## config.mk

```make
export PLATFORM = sky130hd
export DESIGN_NAME = panel_fb_ctrl
export DESIGN_NICKNAME = d
export VERILOG_FILES = /design/src/rtl/panel_fb_ctrl.sv
export SDC_FILE = /design/constraint.sdc
export NUM_CORES = 1
export LEC_CHECK = 0
export ABC_AREA = 1
export ABC_CLOCK_PERIOD_IN_PS = 1460
export BUFFER_PORTS_ARGS = -buffer_cell sky130_fd_sc_hd__buf_2
export CAP_MARGIN = 15
export CORE_MARGIN = 2
export CORE_UTILIZATION = 40
export CTS_BUF_LIST = sky130_fd_sc_hd__clkbuf_4
export CTS_CLUSTER_SIZE = 14
export DETAILED_ROUTE_END_ITERATION = 16
export HOLD_SLACK_MARGIN = 0.03
export PLACE_DENSITY_LB_ADDON = 0.2
export SETUP_SLACK_MARGIN = 0.05
export SLEW_MARGIN = 25
export SYNTH_ARGS = -nofsm -noshare
export SYNTH_HDL_FRONTEND = slang
export SYNTH_SLANG_ARGS = --single-unit
```

## constraint.sdc

```tcl
create_clock -name clk -period 1.46 [get_ports clk]
set_input_delay 0.146 -clock clk [delete_from_list [all_inputs] [get_ports clk]]
set_output_delay 0.146 -clock clk [all_outputs]
set_load 0.03 [all_outputs]
```

## src/rtl/panel_fb_ctrl.sv

```systemverilog
// panel_fb_ctrl: 16x8 LED frame buffer plus a UART byte-command sequencer (WRITE/FILL/ROTATE/CLEAR).
// Optional macro FB_ROTATE_EN builds frame-synchronous auto-rotation; without it opcode 10 is ignored.
module panel_fb_ctrl #(
  parameter int NCOL = 16
) (
  input  logic       clk,
  input  logic       reset_n,
  input  logic       rx_valid,
  input  logic [7:0] rx_byte,
  input  logic       frame_done,
  input  logic [3:0] rd_col,
  output logic [7:0] rd_data,
  output logic       busy,
  output logic       overflow
);

  localparam logic [1:0] OP_WRITE = 2'b00;
  localparam logic [1:0] OP_FILL  = 2'b01;
  localparam logic [1:0] OP_ROT   = 2'b10;
  localparam logic [3:0] COL_LAST = 4'(NCOL - 1);

`ifdef FB_ROTATE_EN
  typedef enum logic [1:0] {S_IDLE, S_GET_DATA, S_FILL, S_ROTATE} state_e;
`else
  typedef enum logic [1:0] {S_IDLE, S_GET_DATA, S_FILL} state_e;
`endif

  state_e     state_q;
  logic [3:0] col_q;
  logic [3:0] wr_col_q;
  logic       fill_bit_q;
  logic       hold_vld_q, hold_vld_d;
  logic [7:0] hold_dat_q, hold_dat_d;
  logic       busy_q;
  logic       overflow_q;
  logic       ovf_set;
  logic [7:0] fb_q [NCOL];

  logic       byte_avail;
  logic [7:0] cur_byte;
  logic       seq_last;

  // A held byte is older than anything on rx_byte, so it always goes first.
  assign byte_avail = hold_vld_q | rx_valid;
  assign cur_byte   = hold_vld_q ? hold_dat_q : rx_byte;
  assign seq_last   = (col_q == COL_LAST);

  assign rd_data  = fb_q[rd_col];
  assign busy     = busy_q;
  assign overflow = overflow_q;

  always_comb begin
    hold_vld_d = hold_vld_q;
    hold_dat_d = hold_dat_q;
    ovf_set    = 1'b0;
    if (state_q == S_IDLE || state_q == S_GET_DATA) begin
      // Any held byte is consumed this cycle, so a fresh byte may take its slot.
      hold_vld_d = hold_vld_q & rx_valid;
      if (hold_vld_q && rx_valid) begin
        hold_dat_d = rx_byte;
      end
    end else if (rx_valid) begin
      if (hold_vld_q) begin
        ovf_set = 1'b1;
      end else begin
        hold_vld_d = 1'b1;
        hold_dat_d = rx_byte;
      end
    end
  end

`ifdef FB_ROTATE_EN
  logic auto_q;
  logic dir_q;
  logic pend_q, pend_d;
  logic rot_start;

  assign rot_start = (state_q == S_IDLE) && !byte_avail && pend_q;

  always_comb begin
    pend_d = (pend_q && !rot_start) || (frame_done && auto_q);
    if (state_q == S_IDLE && byte_avail && cur_byte[7:6] == OP_ROT && !cur_byte[0]) begin
      pend_d = 1'b0;
    end
  end

  function automatic logic [7:0] rot8(input logic [7:0] b, input logic left);
    return left ? {b[6:0], b[7]} : {b[0], b[7:1]};
  endfunction
`else
  logic unused_frame_done;
  assign unused_frame_done = frame_done;
`endif

  always_ff @(posedge clk or negedge reset_n) begin
    if (!reset_n) begin
      state_q    <= S_IDLE;
      col_q      <= '0;
      wr_col_q   <= '0;
      fill_bit_q <= 1'b0;
      hold_vld_q <= 1'b0;
      hold_dat_q <= '0;
      busy_q     <= 1'b0;
      overflow_q <= 1'b0;
      for (int i = 0; i < NCOL; i++) begin
        fb_q[i] <= '0;
      end
`ifdef FB_ROTATE_EN
      auto_q <= 1'b0;
      dir_q  <= 1'b0;
      pend_q <= 1'b0;
`endif
    end else begin
      hold_vld_q <= hold_vld_d;
      hold_dat_q <= hold_dat_d;
      if (ovf_set) begin
        overflow_q <= 1'b1;
      end
`ifdef FB_ROTATE_EN
      pend_q <= pend_d;
`endif
      case (state_q)
        S_IDLE: begin
          if (byte_avail) begin
            case (cur_byte[7:6])
              OP_WRITE: begin
                wr_col_q <= cur_byte[3:0];
                state_q  <= S_GET_DATA;
              end
              OP_FILL: begin
                fill_bit_q <= cur_byte[0];
                col_q      <= '0;
                busy_q     <= 1'b1;
                state_q    <= S_FILL;
              end
              OP_ROT: begin
`ifdef FB_ROTATE_EN
                auto_q <= cur_byte[0];
                dir_q  <= cur_byte[1];
`endif
              end
              default: overflow_q <= 1'b0;
            endcase
          end
`ifdef FB_ROTATE_EN
          else if (rot_start) begin
            col_q   <= '0;
            busy_q  <= 1'b1;
            state_q <= S_ROTATE;
          end
`endif
        end
        S_GET_DATA: begin
          if (byte_avail) begin
            fb_q[wr_col_q] <= cur_byte;
            state_q        <= S_IDLE;
          end
        end
        S_FILL: begin
          fb_q[col_q] <= {8{fill_bit_q}};
          col_q       <= col_q + 4'd1;
          if (seq_last) begin
            busy_q  <= 1'b0;
            state_q <= S_IDLE;
          end
        end
`ifdef FB_ROTATE_EN
        S_ROTATE: begin
          fb_q[col_q] <= rot8(fb_q[col_q], dir_q);
          col_q       <= col_q + 4'd1;
          if (seq_last) begin
            busy_q  <= 1'b0;
            state_q <= S_IDLE;
          end
        end
`endif
        default: state_q <= S_IDLE;
      endcase
    end
  end

endmodule

```

# After elaboration in Yosys (flattened, before gate mapping)
# Cells that the tools add are included.
# Widths: inputs -> output; s select.
dict set report totals {
  reg_bits 150
  latchBits 0
  mem_bits_rw 0
  rom_bits 0
  in_bits 16
  out_inout_bits 10
  word_cells 99
  n_memories 0
}
dict set report classes {
  n_addsub 1
  multipliers 0
  n_div 0
  magnitude_cmp 5
  eq_ne 11
  shift 0
  mux 36
  bitwise 5
  n_reduce_logical 17
}
# op n
set op_table {}
lappend op_table {{$bwmux 128} 2}
lappend op_table {{$pmux 128 s2} 1}
lappend op_table {{$mux 128} 1}
lappend op_table {{$demux 8 s4} 2}
lappend op_table {{$mux 8} 8}
lappend op_table {{$bmux 8 s4} 1}
lappend op_table {{$ge 5x5->1 const B} 3}
lappend op_table {{$not 4->5} 3}
lappend op_table {{$mux 1} 12}
lappend op_table {{$lt 5x1->1 const B} 2}
lappend op_table {{$reduce_and 3->1} 3}
lappend op_table {{$mux 4} 2}
lappend op_table {{$pmux 4 s2} 1}
lappend op_table {{$reduce_and 4->1} 2}
lappend op_table {{$mux 2} 3}
lappend op_table {{$ne 2x2->1 const B} 3}
lappend op_table {{$pmux 2 s3} 1}
lappend op_table {{$reduce_bool 2->1} 3}
lappend op_table {{$add 4x1->4 const B} 1}
lappend op_table {{$eq 2x1->1 const B} 2}
lappend op_table {{$eq 2x2->1 const B} 2}
lappend op_table {{$eq 4x4->1 const B} 1}
lappend op_table {{$logic_not 2->1} 2}
lappend op_table {{$ne 2x1->1 const B} 2}
lappend op_table {{other kinds (9)} 12}

# Logic depth before layout (Yosys ltp)
# Gate-level depths: netlist (run 1).
dict set report depth {
  ltp_word 8
  mapped_depth 11
  ltp_nobuf 9
}

# Worst setup path before layout (run 1)
# No wires, ideal clock.
dict set report synth_timing {
  path_type {register -> register}
  startpoint {register col_q[0]}
  endpoint {register fb_q[0] in the netlist's numbering}
  setup_ns 0.117
  arrival_ns 1.354
  t_required_ns 1.343
  path_slack_ns -0.011
  path_stages_with_launch 7
  path_buffers 0
  path_cell_list {dfrtp_1 ha_1 nand2_1 o21ai_0 nand3_1 nand2_1 nand2_1}
}
dict set report synth_via {
  elab_chain_cells 7
  word_cells_on_any_way 8
}
# item line_no
set synth_rtl {}
lappend synth_rtl {{start: declaration} 29} ;# logic [3:0] col_q;
lappend synth_rtl {{start signal: assignment} 161} ;# col_q <= col_q + 4'd1;
lappend synth_rtl {{$not 4->5 (implied by the code) (*)} 160} ;# fb_q[col_q] <= {8{fill_bit_q}};
lappend synth_rtl {{$ge 5x5->1 (implied by the code) / $lt 5x1->1 (equally long branches)} 160}
lappend synth_rtl {{$logic_and 1x1->1 (implied by the code)} 160}
lappend synth_rtl {{$mux 8 (implied by the code)} 160}
lappend synth_rtl {{$demux 8 s4 (*)} 160}
lappend synth_rtl {{$bwmux 128 (*)} 160}
lappend synth_rtl {{$pmux 128 s2 (*)} 122} ;# case (state_q)
lappend synth_rtl {{end signal: indexed assignment} 155} ;# fb_q[wr_col_q] <= cur_byte;
lappend synth_rtl {{end signal: indexed assignment} 160}
lappend synth_rtl {{end: declaration} 37} ;# logic [7:0] fb_q [NCOL];
# Every way passes the cells marked *; elsewhere a longest branch is shown, timed or not.
# A chain may end at the register's enable or synchronous reset.

# Final worst setup path (run 1)
dict set report layout_timing {
  startpoint {register fb_q[127] in the netlist's numbering}
  endpoint {output rd_data[7]}
}
dict set report layout_via {
  elab_chain_cells 3
}
# item line_no
set layout_rtl {}
lappend layout_rtl {{$bmux 8 s4} 48} ;# assign rd_data = fb_q[rd_col];
lappend layout_rtl {{$mux 8 (implied by the code) (2 in series)} 48}
lappend layout_rtl {{end: declaration} 12} ;# output logic [7:0] rd_data,
# Every way passes these cells. The select of a mux whose other input is x is not followed.

==> results of run 1 <==
-- worst register-to-register path, delay by kind of cell (launching register included) --
family                     cells  cell delay, ps
buffers and inverters          5             530
and+or+nand+nor                4             480
DFF                            1             460
adders and majority gates      1             160
-- where the power goes --
part | internal, mW | switching (mW) | total, mW | leakage (nW)
logic | 7.99 | 10.3 | 18.3 | 5.91
registers | 5.94 | 1.34 | 7.29 | 1.72
clock network | 0.989 | 1.64 | 2.63 | 0.138
total | 14.9 | 13.3 | 28.2 | 7.77
-- layout make-up --
| cell class | count | area (µm²) | share of cell area |
|---|---|---|---|
| inverters | 142 | 601 | 0.0398 |
| well taps | 280 | 350 | 0.0232 |
| clock inverters | 14 | 136 | 0.00903 |
| diodes | 2 | 5.00 | 0.000331 |
| multi-input cells | 960 | 6910 | 0.457 |
| flip-flops and latches | 150 | 3760 | 0.249 |
| repair inverters | 1 | 16.3 | 0.00108 |
| repair buffers | 289 | 3200 | 0.212 |
| clock buffers | 17 | 128 | 0.00845 |
-- final timing paths --
check / start / to / slack [ps] / cells past startpoint
hold reg to reg: fb_q[16]$_DFFE_PN0P_ / fb_q[16]$_DFFE_PN0P_ / 490 / 2
setup reg to reg: col_q[1]$_DFFE_PN0P_ / fb_q[93]$_DFFE_PN0P_ / -260 / 10
max in group asynchronous: reset_n / fb_q[23]$_DFFE_PN0P_ / 580 / 3
setup / recovery: fb_q[127]$_DFFE_PN0P_ / rd_data[7] / -420 / 7
hold / removal: reset_n / fb_q[29]$_DFFE_PN0P_ / 40 / 2
min in group clk: rx_byte[4] / hold_dat_q[4]$_DFFE_PN0P_ / 410 / 4
-- metrics by stage --
step | total power [mW] | instances | utilization | instance area (µm²) | hold WS, ps
after global placement | 17.0 | 1708 | 0.487 | 10600 | 78.6
after CTS | 24.4 | 1820 | 0.629 | 13700 | 40.0
after detailed placement | 17.2 | 1708 | 0.487 | 10600 | 80.4
after floorplan | 12.6 | 1291 | - | 8880 | -150
final | 28.2 | 1855 | 0.694 | 15100 | 42.6
after global routing | 29.5 | 1854 | 0.694 | 15100 | 30.4
-- per-layer routing --
| layer | wire length [µm] | share of wire | global-route usage | up-vias |
|---|---|---|---|---|
| li1 | - | - | - | 4727 |
| met1 | 14500 | 0.38 | 0.388 | 5057 |
| met2 | 18300 | 0.48 | 0.490 | 582 |
| met3 | 3560 | 0.092 | 0.0572 | 160 |
| met4 | 2100 | 0.055 | 0.110 | 0 |
| met5 | 0 | 0 | 0 | - |
-- what timing repair did --
| action | CTS | global route |
|---|---|---|
| pin swaps | 185 | 154 |
| resized for setup | 484 | 280 |
| setup endpoints to repair | 146 | 157 |
| buffers inserted | 58 | 39 |
| gates cloned | 13 | 4 |
| hold buffers | 12 | 0 |
| hold endpoints to repair | 168 | 0 |
-- registers in the layout (all words and copies together), names as in the netlist --
| register | cells |
|---|---|
| busy | 1 |
| col_q | 4 |
| fb_q | 128 |
| fill_bit_q | 1 |
| hold_dat_q | 8 |
| hold_vld_q | 1 |
| overflow | 1 |
| state_q | 2 |
| wr_col_q | 4 |
-- logic make-up (layout without fill, tap and decap cells) --
logic type,after synthesis,count (layout),synth area share
AO/OA/AOI/OAI,72,72,0.0454
adder cells (fa/ha/maj),4,4,0.00565
buffers and inverters,186,463,0.0851
flip-flops,150,150,0.424
other,0,2,0
AND/OR/NAND/NOR,879,884,0.440
-- cell usage in the layout, fill, tap and decap left out, types with 3 or more instances in the layout --
master,instances
clkinvlp_4,3
inv_2,7
clkinv_2,4
nor2_1,18
clkbuf_4,17
nand2_1,337
dlygate4sd3_1,12
buf_2,16
o21ai_0,11
inv_1,119
o21ai_4,3
nand2_4,43
nand3_4,25
dfrtp_2,3
buf_4,123
dfrtp_1,147
nor2_4,17
nand2_8,25
nor2_2,15
nand3_1,110
inv_8,3
buf_8,11
o22ai_1,7
o21ai_2,36
buf_16,6
nand2_2,85
buf_12,41
ha_4,4
o21ai_1,8
nand3_2,205
buf_6,78
inv_4,11
==> impl_metrics.env, run 1 <==
export IMPL_run_status="finished with violations"
export IMPL_violations="negative setup slack"
export IMPL_syn_area_um2=8860
export IMPL_routedWlPerCell_um=20.7
export IMPL_yosysUniqueCellTypes=27
export IMPL_floorplan_initialDensity=0.407
export IMPL_clock_tree_root_cell="clkbuf_4"
export IMPL_placeableCoreArea_um2=21800
export IMPL_first_pass_grt_wire_length_um=54700
export IMPL_synth_fp_nets=1311
export IMPL_number_of_global_route_vias_before_repair=10100
export IMPL_cp_slowest_cell="dfrtp_1"
export IMPL_gr_total_overflow=0
export IMPL_clock_skew_final_ps=18.1
export IMPL_ys_warn_count=0
export IMPL_synth_top_cells_by_area="dfrtp_1 (42%), nand2_1 (20%), nand3_1 (19%)"
export IMPL_max_cap_violations=0
export IMPL_die_area_um2=23300
export IMPL_placementRows=54
export IMPL_synth_edff_count=0
export IMPL_critical_path_top_delay_family="simple AND/OR/NAND/NOR gates"
export IMPL_width_of_the_die_um=153
export IMPL_detailedPlacementHpwl_um=20900
export IMPL_layout_setup_ws_ps=-416
export IMPL_h_tree_depth=4
export IMPL_cp_data_arrival_time_ps=1730
export IMPL_postRouteWirelength_um=38500
export IMPL_post_place_ws_ps=-229
export IMPL_total_leakage_power_nw=7.77
export IMPL_largest_net_degree_at_the_start_of_global_routing=38
export IMPL_cell_by_cell_listing_of_the_critical_path="inv_1, nand2_1, nand3_1, nand3_2, nand3_2, nand2_2, buf_6"
export IMPL_number_of_max_slew_violations_in_the_final_report=0
export IMPL_post_drt_via_cell_ratio=5.67
export IMPL_critPathCaptureType="output port"
export IMPL_synth_top_area_frac=0.424
export IMPL_netlist_instances=1291
export IMPL_share_of_the_cycle_needed_by_the_critical_path_after_routing=1.29
export IMPL_clkSlewWorstSetupHoldPaths_ps=130
export IMPL_slew_headroom=0.717
export IMPL_cts_buffers_inserted=17
export IMPL_worstPathRequired_ps=1310
export IMPL_path_buf_inv=2
export IMPL_max_clock_freq_ghz=0.533
export IMPL_numPortBuffers=24
export IMPL_synthesis_area_per_instance_um2=6.86
export IMPL_floorplan_io_pins=26
export IMPL_timing_final_setup_violations=143
export IMPL_worstSetupStartpointType="flop"
export IMPL_hold_path_class="input port to async pin"
export IMPL_globalplace_congestion=0.888
export IMPL_hold_violations=0
export IMPL_crit_fanout=2
export IMPL_antenna_violations_before_repair=1
export IMPL_async_reset_ff_frac=1.00
export IMPL_setup_repair_after_global_routing_missed_its_margin="true"
export IMPL_detailedRoute_firstPassIterationCount=6
export IMPL_min_period_ps=1880
export IMPL_num_vias=10500
export IMPL_globalRouteTotalUtil=0.297
export IMPL_drive_above_1_share=0.507
export IMPL_ir_drop_v=0.00138
export IMPL_yosys_area_top_type="dfrtp_1"
export IMPL_ys_seq_area_frac=0.424
export IMPL_clk_sink_count=150
export IMPL_num_fill_cells=1513
export IMPL_final_setup_tns_ps=-23760
export IMPL_yosys_most_used_dff="dfrtp_1"
export IMPL_cts_tree="built"
export IMPL_worst_skew_pair_late_latency_ps=580
export IMPL_remaining_drc_errors=0
export IMPL_nNetsFinal=1581
export IMPL_clock_tree_buffer_depth=2
export IMPL_critPathMostFrequentCell="nand3_2"
export IMPL_critical_path_max_stage_delay_ps=430
export IMPL_final_ant_viol_nets=0
export IMPL_synth_most_common_cell="nand2_1"
export IMPL_cellPowerDensity_nw_per_um2=1870
export IMPL_ys_top_cells_by_count="nand2_1 (462), nand3_1 (339), dfrtp_1 (150), inv_1 (134), o21ai_0 (54)"
export IMPL_layout_area_overhead_vs_synth_pct=70.6
export IMPL_synth_seq_cells=150
export IMPL_tightestPinTransition_ps=424
export IMPL_die_h_um=153
export IMPL_crit_type="flop to output port"
export IMPL_dr_first_iter_drc_count=926
(Power assumes the default switching activity.)
==> inputs of run 2 (changes only) <==
- CORE_UTILIZATION: 40 -> 45
==> run 2 against run 1 <==
The flow still finishes with violations (negative setup slack). First-iteration DRC count grew 73%. Die area is 11% lower. Register-to-register slack worse by 330 ps. Combinational power is 15% higher. Power grew 13%. Worst hold slack worse by 24 ps. Utilization increased by 11 points. Fmax down 8.5%. Cell count down 1.1%. Critical path type is now flop to flop.
==> impl_metrics.env, run 2 (synthesized netlist as in run 1, its figures left out) <==
export IMPL_layout_setup_ws_ps=-591
export IMPL_top_regs="fb_q: 128 flops, hold_dat_q: 8 flops"
export IMPL_clkSlewWorstSetupHoldPaths_ps=190
export IMPL_floorplan_io_pins=26
export IMPL_cellPowerDensity_nw_per_um2=2030
export IMPL_final_ant_viol_nets=0
export IMPL_crit_fanout=8
export IMPL_clk_sink_count=150
export IMPL_cp_data_arrival_time_ps=2620
export IMPL_globalplace_congestion=0.911
export IMPL_slew_headroom=0.276
export IMPL_multi_input_area_um2=7380
export IMPL_share_of_the_cycle_needed_by_the_critical_path_after_routing=1.40
export IMPL_h_tree_depth=4
export IMPL_final_common_cell="nand2_1"
export IMPL_max_clock_freq_ghz=0.488
export IMPL_tightestPinTransition_ps=1070
export IMPL_most_common_layout_cells="nand2_1 (320), nand3_2 (234), dfrtp_1 (145)"
export IMPL_crit_type="flop to flop"
export IMPL_routedWlPerCell_um=25.7
export IMPL_max_cap_violations=0
export IMPL_post_drt_via_cell_ratio=6.36
export IMPL_layout_area_overhead_vs_synth_pct=76.8
export IMPL_total_leakage_power_nw=7.81
export IMPL_postRouteWirelength_um=47100
export IMPL_flip_flop_count_of_the_largest_register_all_copies_and_words_added=128
export IMPL_globalRouteTotalUtil=0.380
export IMPL_first_pass_grt_wire_length_um=59300
export IMPL_hold_path_class="input port to async pin"
export IMPL_remaining_drc_errors=0
export IMPL_clock_skew_final_ps=52.4
export IMPL_swShare=0.495
export IMPL_largest_reg_by_ff_count="fb_q"
export IMPL_post_dp_cell_area_um2=10400
export IMPL_largest_net_degree_at_the_start_of_global_routing=60
export IMPL_detailedRoute_firstPassIterationCount=7
export IMPL_run_status="finished with violations"
export IMPL_violations="negative setup slack"
export IMPL_width_of_the_die_um=144
export IMPL_ir_drop_v=0.00201
export IMPL_min_period_ps=2050
export IMPL_number_of_global_route_vias_before_repair=10600
export IMPL_finalInstanceArea_um2=15700
export IMPL_worst_skew_pair_late_latency_ps=670
export IMPL_timing_final_setup_violations=154
export IMPL_die_h_um=144
export IMPL_num_vias=11700
export IMPL_totalPowerFinal_mw=31.8
export IMPL_hold_slack_ps=18.3
export IMPL_numPortBuffers=24
export IMPL_net_switching_power_mw=15.7
export IMPL_worst_r2r_path_depth=7
export IMPL_dr_first_iter_drc_count=1600
export IMPL_gr_total_overflow=0
export IMPL_worstPathRequired_ps=2030
export IMPL_share_comb_of_total_power=0.660
export IMPL_antenna_violations_before_repair=2
export IMPL_hold_violations=0
export IMPL_cts_buffers_inserted=17
export IMPL_dp_cells=1675
export IMPL_p_seq_frac=0.237
export IMPL_instances_no_fill=1835
export IMPL_critPathCaptureType="flop"
export IMPL_worstSetupStartpointType="flop"
export IMPL_nNetsFinal=1575
export IMPL_drive_above_1_share=0.544
export IMPL_fin_util=0.807
export IMPL_clock_tree_root_cell="clkbuf_4"
export IMPL_placementRows=51
export IMPL_setup_repair_after_global_routing_missed_its_margin="true"
export IMPL_number_of_max_slew_violations_in_the_final_report=0
export IMPL_register_area_um2=3760
export IMPL_clock_power_share=0.102
export IMPL_placeableCoreArea_um2=19400
export IMPL_die_area_um2=20800
export IMPL_cts_tree="built"
export IMPL_floorplan_initialDensity=0.457
export IMPL_clock_tree_buffer_depth=2
export IMPL_detailedPlacementHpwl_um=19800
export IMPL_num_fill_cells=988
export IMPL_cellInternalPower_mw=16.1
[run 2: cell count changes in the layout (fill, tap and decap cells not counted), sizes merged, moves of 2 or more]
cell,delta
clkinv,-5
dlymetal6s4s,+2
dlygate4sd3,-2
nand2,-2
bufinv,+2
[run 2: final timing paths]
path                                          from                   endpoint  slack, ps
setup / recovery           wr_col_q[0]$_DFFE_PN0P_      fb_q[123]$_DFFE_PN0P_       -590
hold / removal                             reset_n       fb_q[26]$_DFFE_PN0P_         20
setup reg to reg           wr_col_q[0]$_DFFE_PN0P_      fb_q[123]$_DFFE_PN0P_       -590
hold reg to reg               fb_q[21]$_DFFE_PN0P_       fb_q[21]$_DFFE_PN0P_        480
max in group asynchronous                  reset_n    wr_col_q[2]$_DFFE_PN0P_        270
min in group clk                        rx_byte[7]  hold_dat_q[7]$_DFFE_PN0P_        330
[run 2: metal layers]
metal,vias to the layer above,part of all wire,track usage
met4,0,0.11,0.257
met3,432,0.13,0.0947
met1,5533,0.34,0.467
met5,-,0,0
met2,988,0.43,0.592
li1,4715,-,-
[run 2: timing repair]
item / CTS / global route
endpoints found under the setup margin: 143 / 190
pin swaps: 210 / 170
hold endpoints to repair: 163 / 0
hold buffers: 12 / 0
gates cloned: 12 / 1
resized for setup: 604 / 287
buffers inserted: 60 / 55
[run 2: final cells by class]
cell class,count,share of cell area
clock buffer,18,0.00863
inverter,142,0.0398
sequential,150,0.240
multi-input combinational,958,0.471
antenna,2,0.000320
tap,265,0.0212
clock inverter,14,0.0127
timing repair buffer,286,0.206
[run 2: per-stage QoR]
| step | setup TNS [ps] | setup slack (ps) |
|---|---|---|
| 6_report | -38710 | -591 |
| 5_1_grt | -40880 | -730 |
| 4_1_cts | -13180 | -341 |
| 3_5_place_dp | -30110 | -392 |
| 3_3_place_gp | -27750 | -369 |
| 2_1_floorplan | 0 | 29.6 |
[run 2: power by group through the flow]
| stage | Sequential, mW | Clock [mW] | Combinational [mW] |
|---|---|---|---|
| floorplan | 6.82 | 0 | 5.77 |
| global placement | 7.08 | 0 | 9.83 |
| detailed placement | 7.07 | 0 | 9.99 |
| CTS | 7.12 | 3.15 | 16.3 |
| global route | 7.66 | 3.35 | 21.6 |
| finish | 7.55 | 3.25 | 21.0 |
[run 2: critical path, cell delays in order (launching register included)]
cell	delay, ps
dfrtp_1	500
inv_1	150
nand2_1	210
nor2_2	240
inv_1	240
nor2_1	230
nand2_1	240
nand3_2	140
